File: config.mk
export PLATFORM = sky130hd
export DESIGN_NAME = instr_fetch_unit
export DESIGN_NICKNAME = d
export VERILOG_FILES = /design/src/rtl/riscky_pkg.sv /design/src/rtl/if_pc_reg.sv /design/src/rtl/instr_fetch_unit.sv
export SDC_FILE = /design/constraint.sdc
export NUM_CORES = 1
export LEC_CHECK = 0
export CORE_MARGIN = 1
export CORE_UTILIZATION = 30
export DETAILED_ROUTE_END_ITERATION = 8
export GPL_TIMING_DRIVEN = 0
export MAX_ROUTING_LAYER = met4
export SKIP_CTS_REPAIR_TIMING = 1
export SLEW_MARGIN = 0
export SYNTH_ARGS = -nofsm -noshare
export SYNTH_HDL_FRONTEND = slang
export SYNTH_SLANG_ARGS = --single-unit
File: constraint.sdc
create_clock -name clk -period 3.93 [get_ports clk]
set_input_delay 0.9825 -clock clk [delete_from_list [all_inputs] [get_ports clk]]
set_output_delay 0.9825 -clock clk [all_outputs]
set_load 0.05 [all_outputs]
File: src/rtl/riscky_pkg.sv
// Shared definitions for the riscky core front end: widths, reset PC, opcodes, fetch states.
package riscky_pkg;

    localparam int unsigned XLEN = 32;
    localparam logic [31:0] RESET_PC = 32'h0000_0000;

    localparam logic [6:0] OP_LOAD   = 7'b0000011;
    localparam logic [6:0] OP_STORE  = 7'b0100011;
    localparam logic [6:0] OP_RTYPE  = 7'b0110011;
    localparam logic [6:0] OP_BRANCH = 7'b1100011;

    typedef enum logic [1:0] {
        S_REQ  = 2'd0,
        S_WAIT = 2'd1,
        S_HOLD = 2'd2
    } fetch_state_e;

    // A redirect target is word-misaligned when either low address bit is set.
    function automatic logic is_misaligned(input logic [1:0] addr_lo);
        return |addr_lo;
    endfunction

endpackage

File: src/rtl/if_pc_reg.sv
// Program counter: reset load, sequential +4 advance, and word-aligned redirect load
// with a one-cycle misalignment flag.
module if_pc_reg #(
    parameter int unsigned     XLEN     = riscky_pkg::XLEN,
    parameter logic [XLEN-1:0] RESET_PC = riscky_pkg::RESET_PC
) (
    input  logic            clk,
    input  logic            rst,
    input  logic            inc,
    input  logic            redirect,
    input  logic [XLEN-1:0] target,
    output logic [XLEN-1:0] pc,
    output logic            misaligned
);
    import riscky_pkg::*;

    logic [XLEN-1:0] pc_q;
    logic            misaligned_q;

    always_ff @(posedge clk) begin
        if (!rst) begin
            pc_q         <= RESET_PC;
            misaligned_q <= 1'b0;
        end else begin
            misaligned_q <= redirect && is_misaligned(target[1:0]);
            // Redirect wins over the sequential advance; low bits are forced to a word boundary.
            if (redirect) begin
                pc_q <= {target[XLEN-1:2], 2'b00};
            end else if (inc) begin
                pc_q <= pc_q + XLEN'(4);
            end
        end
    end

    assign pc         = pc_q;
    assign misaligned = misaligned_q;

endmodule

File: src/rtl/instr_fetch_unit.sv
// Instruction fetch: one outstanding imem request, holds one instruction for decode,
// and redirects on PCSrc while discarding any wrong-path response.
module instr_fetch_unit #(
    parameter int unsigned     XLEN     = riscky_pkg::XLEN,
    parameter logic [XLEN-1:0] RESET_PC = riscky_pkg::RESET_PC
) (
    input  logic            clk,
    input  logic            rst,
    input  logic            pc_src,
    input  logic [XLEN-1:0] pc_target,
    output logic            imem_req_valid,
    input  logic            imem_req_ready,
    output logic [XLEN-1:0] imem_addr,
    input  logic            imem_rsp_valid,
    input  logic [31:0]     imem_rsp_data,
    output logic            instr_valid,
    input  logic            instr_ready,
    output logic [31:0]     instr,
    output logic [XLEN-1:0] instr_pc,
    output logic [6:0]      op,
    output logic            misaligned
);
    import riscky_pkg::*;

    fetch_state_e    state_q;
    logic            drop_q;
    logic            req_valid_q;
    logic            instr_valid_q;
    logic [31:0]     instr_q;
    logic [XLEN-1:0] instr_pc_q;

    logic [XLEN-1:0] pc;
    logic            req_fire;
    logic            rsp_accept;

    assign req_fire   = (state_q == S_REQ) && req_valid_q && imem_req_ready;
    // A response advances the PC only when it is kept for decode.
    assign rsp_accept = (state_q == S_WAIT) && imem_rsp_valid && !drop_q && !pc_src;

    if_pc_reg #(
        .XLEN     (XLEN),
        .RESET_PC (RESET_PC)
    ) u_pc_reg (
        .clk        (clk),
        .rst        (rst),
        .inc        (rsp_accept),
        .redirect   (pc_src),
        .target     (pc_target),
        .pc         (pc),
        .misaligned (misaligned)
    );

    always_ff @(posedge clk) begin
        if (!rst) begin
            state_q       <= S_REQ;
            drop_q        <= 1'b0;
            req_valid_q   <= 1'b0;
            instr_valid_q <= 1'b0;
            instr_q       <= '0;
            instr_pc_q    <= '0;
        end else begin
            unique case (state_q)
                S_REQ: begin
                    if (req_fire) begin
                        state_q     <= S_WAIT;
                        req_valid_q <= 1'b0;
                        // Redirect on the handshake cycle: imem already took the old address.
                        drop_q      <= pc_src;
                    end else begin
                        req_valid_q <= 1'b1;
                    end
                end
                S_WAIT: begin
                    if (imem_rsp_valid) begin
                        if (drop_q || pc_src) begin
                            drop_q      <= 1'b0;
                            state_q     <= S_REQ;
                            req_valid_q <= 1'b1;
                        end else begin
                            instr_q       <= imem_rsp_data;
                            instr_pc_q    <= pc;
                            instr_valid_q <= 1'b1;
                            state_q       <= S_HOLD;
                        end
                    end else if (pc_src) begin
                        drop_q <= 1'b1;
                    end
                end
                S_HOLD: begin
                    // A redirect squashes the held word whether or not decode takes it.
                    if (pc_src || instr_ready) begin
                        instr_valid_q <= 1'b0;
                        state_q       <= S_REQ;
                        req_valid_q   <= 1'b1;
                    end
                end
                default: begin
                    state_q     <= S_REQ;
                    req_valid_q <= 1'b0;
                    drop_q      <= 1'b0;
                end
            endcase
        end
    end

    assign imem_req_valid = req_valid_q;
    assign imem_addr      = req_valid_q ? pc : '0;
    assign instr_valid    = instr_valid_q;
    assign instr          = instr_q;
    assign instr_pc       = instr_pc_q;
    assign op             = instr_q[6:0];

endmodule
## Word level (Yosys, flattened, before mapping)

Index checks and enable logic that the tools add are counted.

- Add/sub/neg operators: 1
- Muxes and demuxes: 22
- Eq/ne operators: 9
- Bitwise logic cells: 3
- Reductions and logical operators: 20

Operator list:

| kind | count |
|---|---|
| 2-to-1 mux 32 bit | 3 |
| adder 32 x 3 -> 32 bit, second input constant | 1 |
| 2-to-1 mux 1 bit | 11 |
| AND reduction 3 bit | 3 |
| 2-to-1 mux 2 bit | 4 |
| != test 2 bit, second input constant | 4 |
| AND reduction 4 bit | 2 |
| logical AND 1 bit | 6 |
| one-hot mux 1 bit (3 select lines) | 2 |
| one-hot mux 2 bit (3 select lines) | 1 |
| nonzero test 2 bit | 2 |
| OR reduction 2 bit | 2 |
| != test 3 x 2 -> 1 bit, second input constant | 1 |
| != test 3 bit, second input constant | 1 |
| inverter 1 bit | 3 |
| == test 2 x 1 -> 1 bit, second input constant | 1 |
| == test 2 bit, second input constant | 1 |
| logical NOT 1 bit | 2 |
| logical NOT 2 bit | 1 |
| logical OR 1 bit | 2 |
| != test 2 x 1 -> 1 bit, second input constant | 1 |
| one-hot mux 1 bit (2 select lines) | 1 |

- Word-level logic and storage cells: 64
- Input bits: 70
- Bits in registers: 102
- Output and inout port bits: 106

## Longest topological paths before layout

Gate-level depths: netlist of the first run.

- Word-level depth: 6
- Depth in mapped cells: 9
- Gate-level depth less buffers: 6

## Cells and area by module

A second synthesis of the first run with hierarchy kept.

- Cell total of the unflattened synthesis: 592
- Area, all modules: 4972.3 µm²

By module, submodules not included:

| module | times used | seq. area each (µm²) | cells an instance | area each (µm²) |
|---|---|---|---|---|
| instr_fetch_unit | 1 | 1381.3 | 360 | 3165.5 |
| if_pc_reg | 1 | 620.6 | 232 | 1806.7 |

## Worst setup path before layout of the first run

No wires, ideal clock.

- Path type: input to register
- Start: input imem_rsp_valid
- End: register u_pc_reg.pc_q[23] (netlist: u_pc_reg.pc[23])
- Stages on the path: 4
- Library setup time: 0.074 ns
- Path buffers: 0
- Data required time: 3.856 ns
- Arrival: 2.274 ns
- Slack: 1.582 ns
- Cells stage by stage: nand3b_1 -> or4_4 -> or4_1 -> a31oi_1

- Word-level cells in the longest chain between the ends: 4

RTL lines:

| item | RTL line | RTL |
|---|---|---|
| from (decl) | instr_fetch_unit.sv:14 | `input logic imem_rsp_valid,` |
| logical AND 1 bit (3 in a row) | instr_fetch_unit.sv:38 | `assign rsp_accept = (state_q == S_WAIT) && imem_rsp_valid && !drop_q && !pc_src;` |
| nonzero test 2 bit (no line) | n/a |  |
| to (signal assigned) | if_pc_reg.sv:28 | `pc_q <= {target[XLEN-1:2], 2'b00};` |
| to (signal assigned) | if_pc_reg.sv:30 | `pc_q <= pc_q + XLEN'(4);` |
| to (decl) | if_pc_reg.sv:17 | `logic [XLEN-1:0] pc_q;` |

Every way passes these cells.
A chain may end at the register's enable or synchronous reset.

## Worst setup path in the final report of the first run

- Start: register req_valid_q (netlist: imem_req_valid)
- End: output imem_addr[6]

- Word-level cells in the longest chain between the ends: 1

RTL lines:

| item | RTL line | RTL |
|---|---|---|
| from (decl) | instr_fetch_unit.sv:27 | `logic req_valid_q;` |
| from (signal assigned) | instr_fetch_unit.sv:57 | `req_valid_q <= 1'b0;` |
| from (signal assigned) | instr_fetch_unit.sv:66 | `req_valid_q <= 1'b0;` |
| from (signal assigned) | instr_fetch_unit.sv:70 | `req_valid_q <= 1'b1;` |
| 2-to-1 mux 32 bit | instr_fetch_unit.sv:107 | `assign imem_addr = req_valid_q ? pc : '0;` |
| to (decl) | instr_fetch_unit.sv:13 | `output logic [XLEN-1:0] imem_addr,` |

Every way passes these cells.

==> results of run 1 <==
-- how the worst min path moves through the flow --
stage / cells after the start / slack, ns / endpoint
finish: 2 / 0.45 / instr[18]
global route: 2 / 0.47 / instr[12]
CTS: 2 / 0.46 / instr[18]
detailed placement: 2 / 0.45 / instr[18]
global placement: 2 / 0.44 / instr[31]
floorplan: 2 / 0.44 / instr_pc[31]
-- synthesized netlist by cell type (2+ instances only) --
master	n
a211oi_1	6
a21oi_1	78
a311oi_1	4
a31o_2	2
a31oi_1	5
and2_1	31
and4_1	8
and4b_1	2
buf_4	11
clkbuf_1	35
dfxtp_1	98
ha_1	5
inv_1	10
mux2i_1	2
nand2_1	139
nand2b_1	4
nand3_1	8
nand4_1	8
nand4b_1	2
nor2_1	14
nor2b_1	5
nor3_1	17
nor3b_1	3
nor4_1	9
o21ai_0	23
o221a_2	2
o221ai_1	2
o311a_1	4
o31a_1	3
o31ai_1	3
or2_2	3
or3_1	5
or4_1	5
or4_4	2
xnor2_1	10
-- through the flow --
step / hold slack, ns / power (mW) / setup slack (ns)
after floorplan: 0.444 / 1.72 / 1.58
after global placement: 0.443 / 2.06 / 0.401
after detailed placement: 0.447 / 2.07 / 0.399
after CTS: 0.457 / 3.01 / 0.642
after global routing: 0.473 / 3.10 / 0.543
final: 0.454 / 2.97 / 0.704
-- power breakdown --
part / switching [mW] / internal [mW] / leakage, nW
clock network: 0.421 / 0.507 / 0.153
logic: 0.578 / 0.326 / 1.32
registers: 0.0834 / 1.06 / 0.799
-- sequential cells by signal, indices dropped and copies added, names as in the netlist --
register,count
state_q,2
instr,32
u_pc_reg.misaligned,1
imem_req_valid,1
instr_pc,30
drop_q,1
u_pc_reg.pc,30
instr_valid,1
-- final cells by class --
| class | count | share of cell area, % |
|---|---|---|
| Inverter | 11 | 0.609 |
| Multi-Input combinational cell | 426 | 34.2 |
| Clock inverter | 7 | 1.20 |
| Buffer | 49 | 3.36 |
| Sequential cell | 98 | 28.9 |
| Clock buffer | 9 | 3.32 |
| Timing Repair Buffer | 169 | 25.0 |
| Tap cell | 184 | 3.40 |
-- layer usage --
| layer | track usage (%) | part of all wire, % | wire length, um | vias up |
|---|---|---|---|---|
| li1 | - | - | - | 2360 |
| met1 | 24.9 | 43 | 6800 | 2260 |
| met2 | 34.3 | 48 | 7530 | 203 |
| met3 | 5.52 | 8.0 | 1270 | 17 |
| met4 | 5.31 | 1.3 | 208 | 0 |
| met5 | - | 0 | 0 | - |
-- cell families after synthesis --
logic type	synth area share (%)
xor+xnor	2.12
simple gates	29.7
mux	0.441
other cells	0.0826
flops	43.2
fa+ha+maj	1.38
buf+inv	5.93
compound gates	17.1
-- tightest hold or removal path, stage by stage (launching register included) --
cell,delay [ns]
dfxtp_1,0.31
nand2_1,0.05
a21oi_1,0.05
==> impl_metrics.csv, run 1 <==
group,metric,value,unit
synth,ys_ff_latch,98,
setup_path,critical_path_class,"flop to primary output",
die,io_pins,176,
clocking,numCtsBuffers,9,
run_status,status,"finished with violations",
synth,synthCells,581,
global_route,antenna_found_initial,0,
global_route,grt_start_max_net_pins,19,
die,num_rows,44,
timing,fin_worst_skew,0.00525,ns
finish,final_cell_mix,"169 x clkdlybuf4s50_1, 139 x nand2_1, 98 x dfxtp_1, 78 x a21oi_1, 35 x clkbuf_1",
setup_path,cpMaxStageDelayCell,"clkdlybuf4s50_1",
finish,diodes,0,
synth,synth_top_cell_by_area,"dfxtp_1",
synth,synthTopCellsByArea,"dfxtp_1 43%, nand2_1 11%, a21oi_1 8.6%",
placed_design,hpwl,11700,um
setup_path,critPathBufInv,2,
setup_path,r2r_slack,1.26,ns
synth,synth_top_area_share,43.2,%
synth,synthFlopType,"dfxtp_1",
global_route,grtUsageTotal,20.7,%
die,die_x,125,um
timing,grt_setup_unrepaired,"false",
synth,async_flop_share,0,%
setup_path,slowest_delay,0.85,ns
finish,design_area,6780,sq um
timing,report.final.slew_viol_count,0,
setup_path,required,2.95,ns
finish,fin_cells,953,
finish,fin_nets,839,
clocking,clock-sinks,98,
clocking,cts_root_buf,"clkbuf_16",
synth,syn_avg_cell_area,7.81,sq um
synth,ys.warnings.count,0,
placed_design,dpl.cell_count,937,
setup_path,rr_worst_depth,9,
timing,hold_violations,0,
timing,setup_violations,0,
hold_path,hp-class,"flop to flop",
timing,fin_crit_sh,82.1,%
route,drc_errors,30,
global_route,grt_pass1_vias,4815,
clocking,clock_latency,0.35,ns
finish,mostFrequentLayoutCell,"clkdlybuf4s50_1",
setup_path,worstSetupEndpoint,"imem_addr[6]",
run,drv_cap,0,
timing,max_slew_margin,47.2,%
die,dieArea,15600,sq um
timing,tightest_slew,0.786,ns
placed_design,port_buffers,169,
finish,drive_gt1_share,5.33,%
hold_path,min-delay-start,"instr[18]",
placed_design,place.gp.congestion,0.861,
route,wl_per_cell,16.6,um
route,drt_iter0_markers,276,
timing,layout_min_cycle_time,3.23,ns
route,firstDrtPassIters,9,
setup_path,crit_start,"imem_req_valid",
setup_path,crit_arrival,2.24,ns
run_status,violations,"design-rule violations",
setup_path,cp.depth,3,
finish,fill_cells,1469,
clocking,cts_max_level,3,
timing,timing.setup.tns,0,ns
synth,ys_seq_area_share,43.2,%
power,leakage,2.27,nW
route,vias,4840,
placed_design,post_dp_cell_area,6470,sq um
route,antenna_left,0,
setup_path,critPathTopFamily,"buffers and inverters",
global_route,grt_pass1_wl,24800,um
setup_path,cp-end-kind,"primary output",
synth,synth_cell_type_count,48,
setup_path,worstPathCellList,"clkbuf_1 > and2_1 > clkdlybuf4s50_1",
clocking,clk_pin_slew,0.07,ns
clocking,cts_tree,"built",
power,p_per_area,439,nW/um^2
route,routed_wl,15800,um
setup_path,r2r-end,"instr_pc[17]",
synth,syn_area,4540,sq um
global_route,grt_overflow_total,0,
setup_path,critical_path_peak_fanout,10,
finish,area_delta_synth_final,49.4,%
power,vdd_drop_max,0.278,mV
finish,seq_area,1960,sq um
synth,synth_edf_count,0,
die,core,14600,sq um
route,vias_per_cell,5.08,
finish,postLayoutCoreUtil,46.3,%
finish,multiInputGateArea,2320,sq um
die,die_h,125,um
timing,max_freq,310,MHz
setup_path,cp-start-kind,"flop",
clocking,cts.path.max_buffers,2,
die,start_util,31.0,%
setup_path,reg2reg_from,"state_q[1]",
Power figures use the tool's default switching activity.
==> run 2: changes to the inputs <==
==> constraint.sdc (replaced) <==
create_clock -name clk -period 3.3 [get_ports clk]
set_input_delay 0.825 -clock clk [delete_from_list [all_inputs] [get_ports clk]]
set_output_delay 0.825 -clock clk [all_outputs]
set_load 0.05 [all_outputs]
==> results of run 2 <==
The final DEF is identical to that of run 1. Status: finished with violations: design-rule violations.
Main changes from that run: setup slack after placement 0.399 ns -> -0.0735 ns; setup slack after layout 0.704 ns -> 0.231 ns; register-to-register setup slack 1.26 ns -> 0.63 ns; total power 2.97 mW -> 3.54 mW; worst IR drop on VDD 0.278 mV -> 0.332 mV
==> run 3: changes to the inputs <==
--- a/config.mk
+++ b/config.mk
@@ -11,7 +11,7 @@
 export GPL_TIMING_DRIVEN = 0
 export MAX_ROUTING_LAYER = met4
 export SKIP_CTS_REPAIR_TIMING = 1
-export SLEW_MARGIN = 0
+export SLEW_MARGIN = 20
 export SYNTH_ARGS = -nofsm -noshare
 export SYNTH_HDL_FRONTEND = slang
 export SYNTH_SLANG_ARGS = --single-unit
==> results of run 3 <==
The final DEF is identical to that of run 1. Status: finished with violations: design-rule violations.
Main changes from that run: setup slack after placement 0.399 ns -> -0.0735 ns; setup slack after layout 0.704 ns -> 0.231 ns; register-to-register setup slack 1.26 ns -> 0.63 ns; total power 2.97 mW -> 3.54 mW; worst IR drop on VDD 0.278 mV -> 0.332 mV
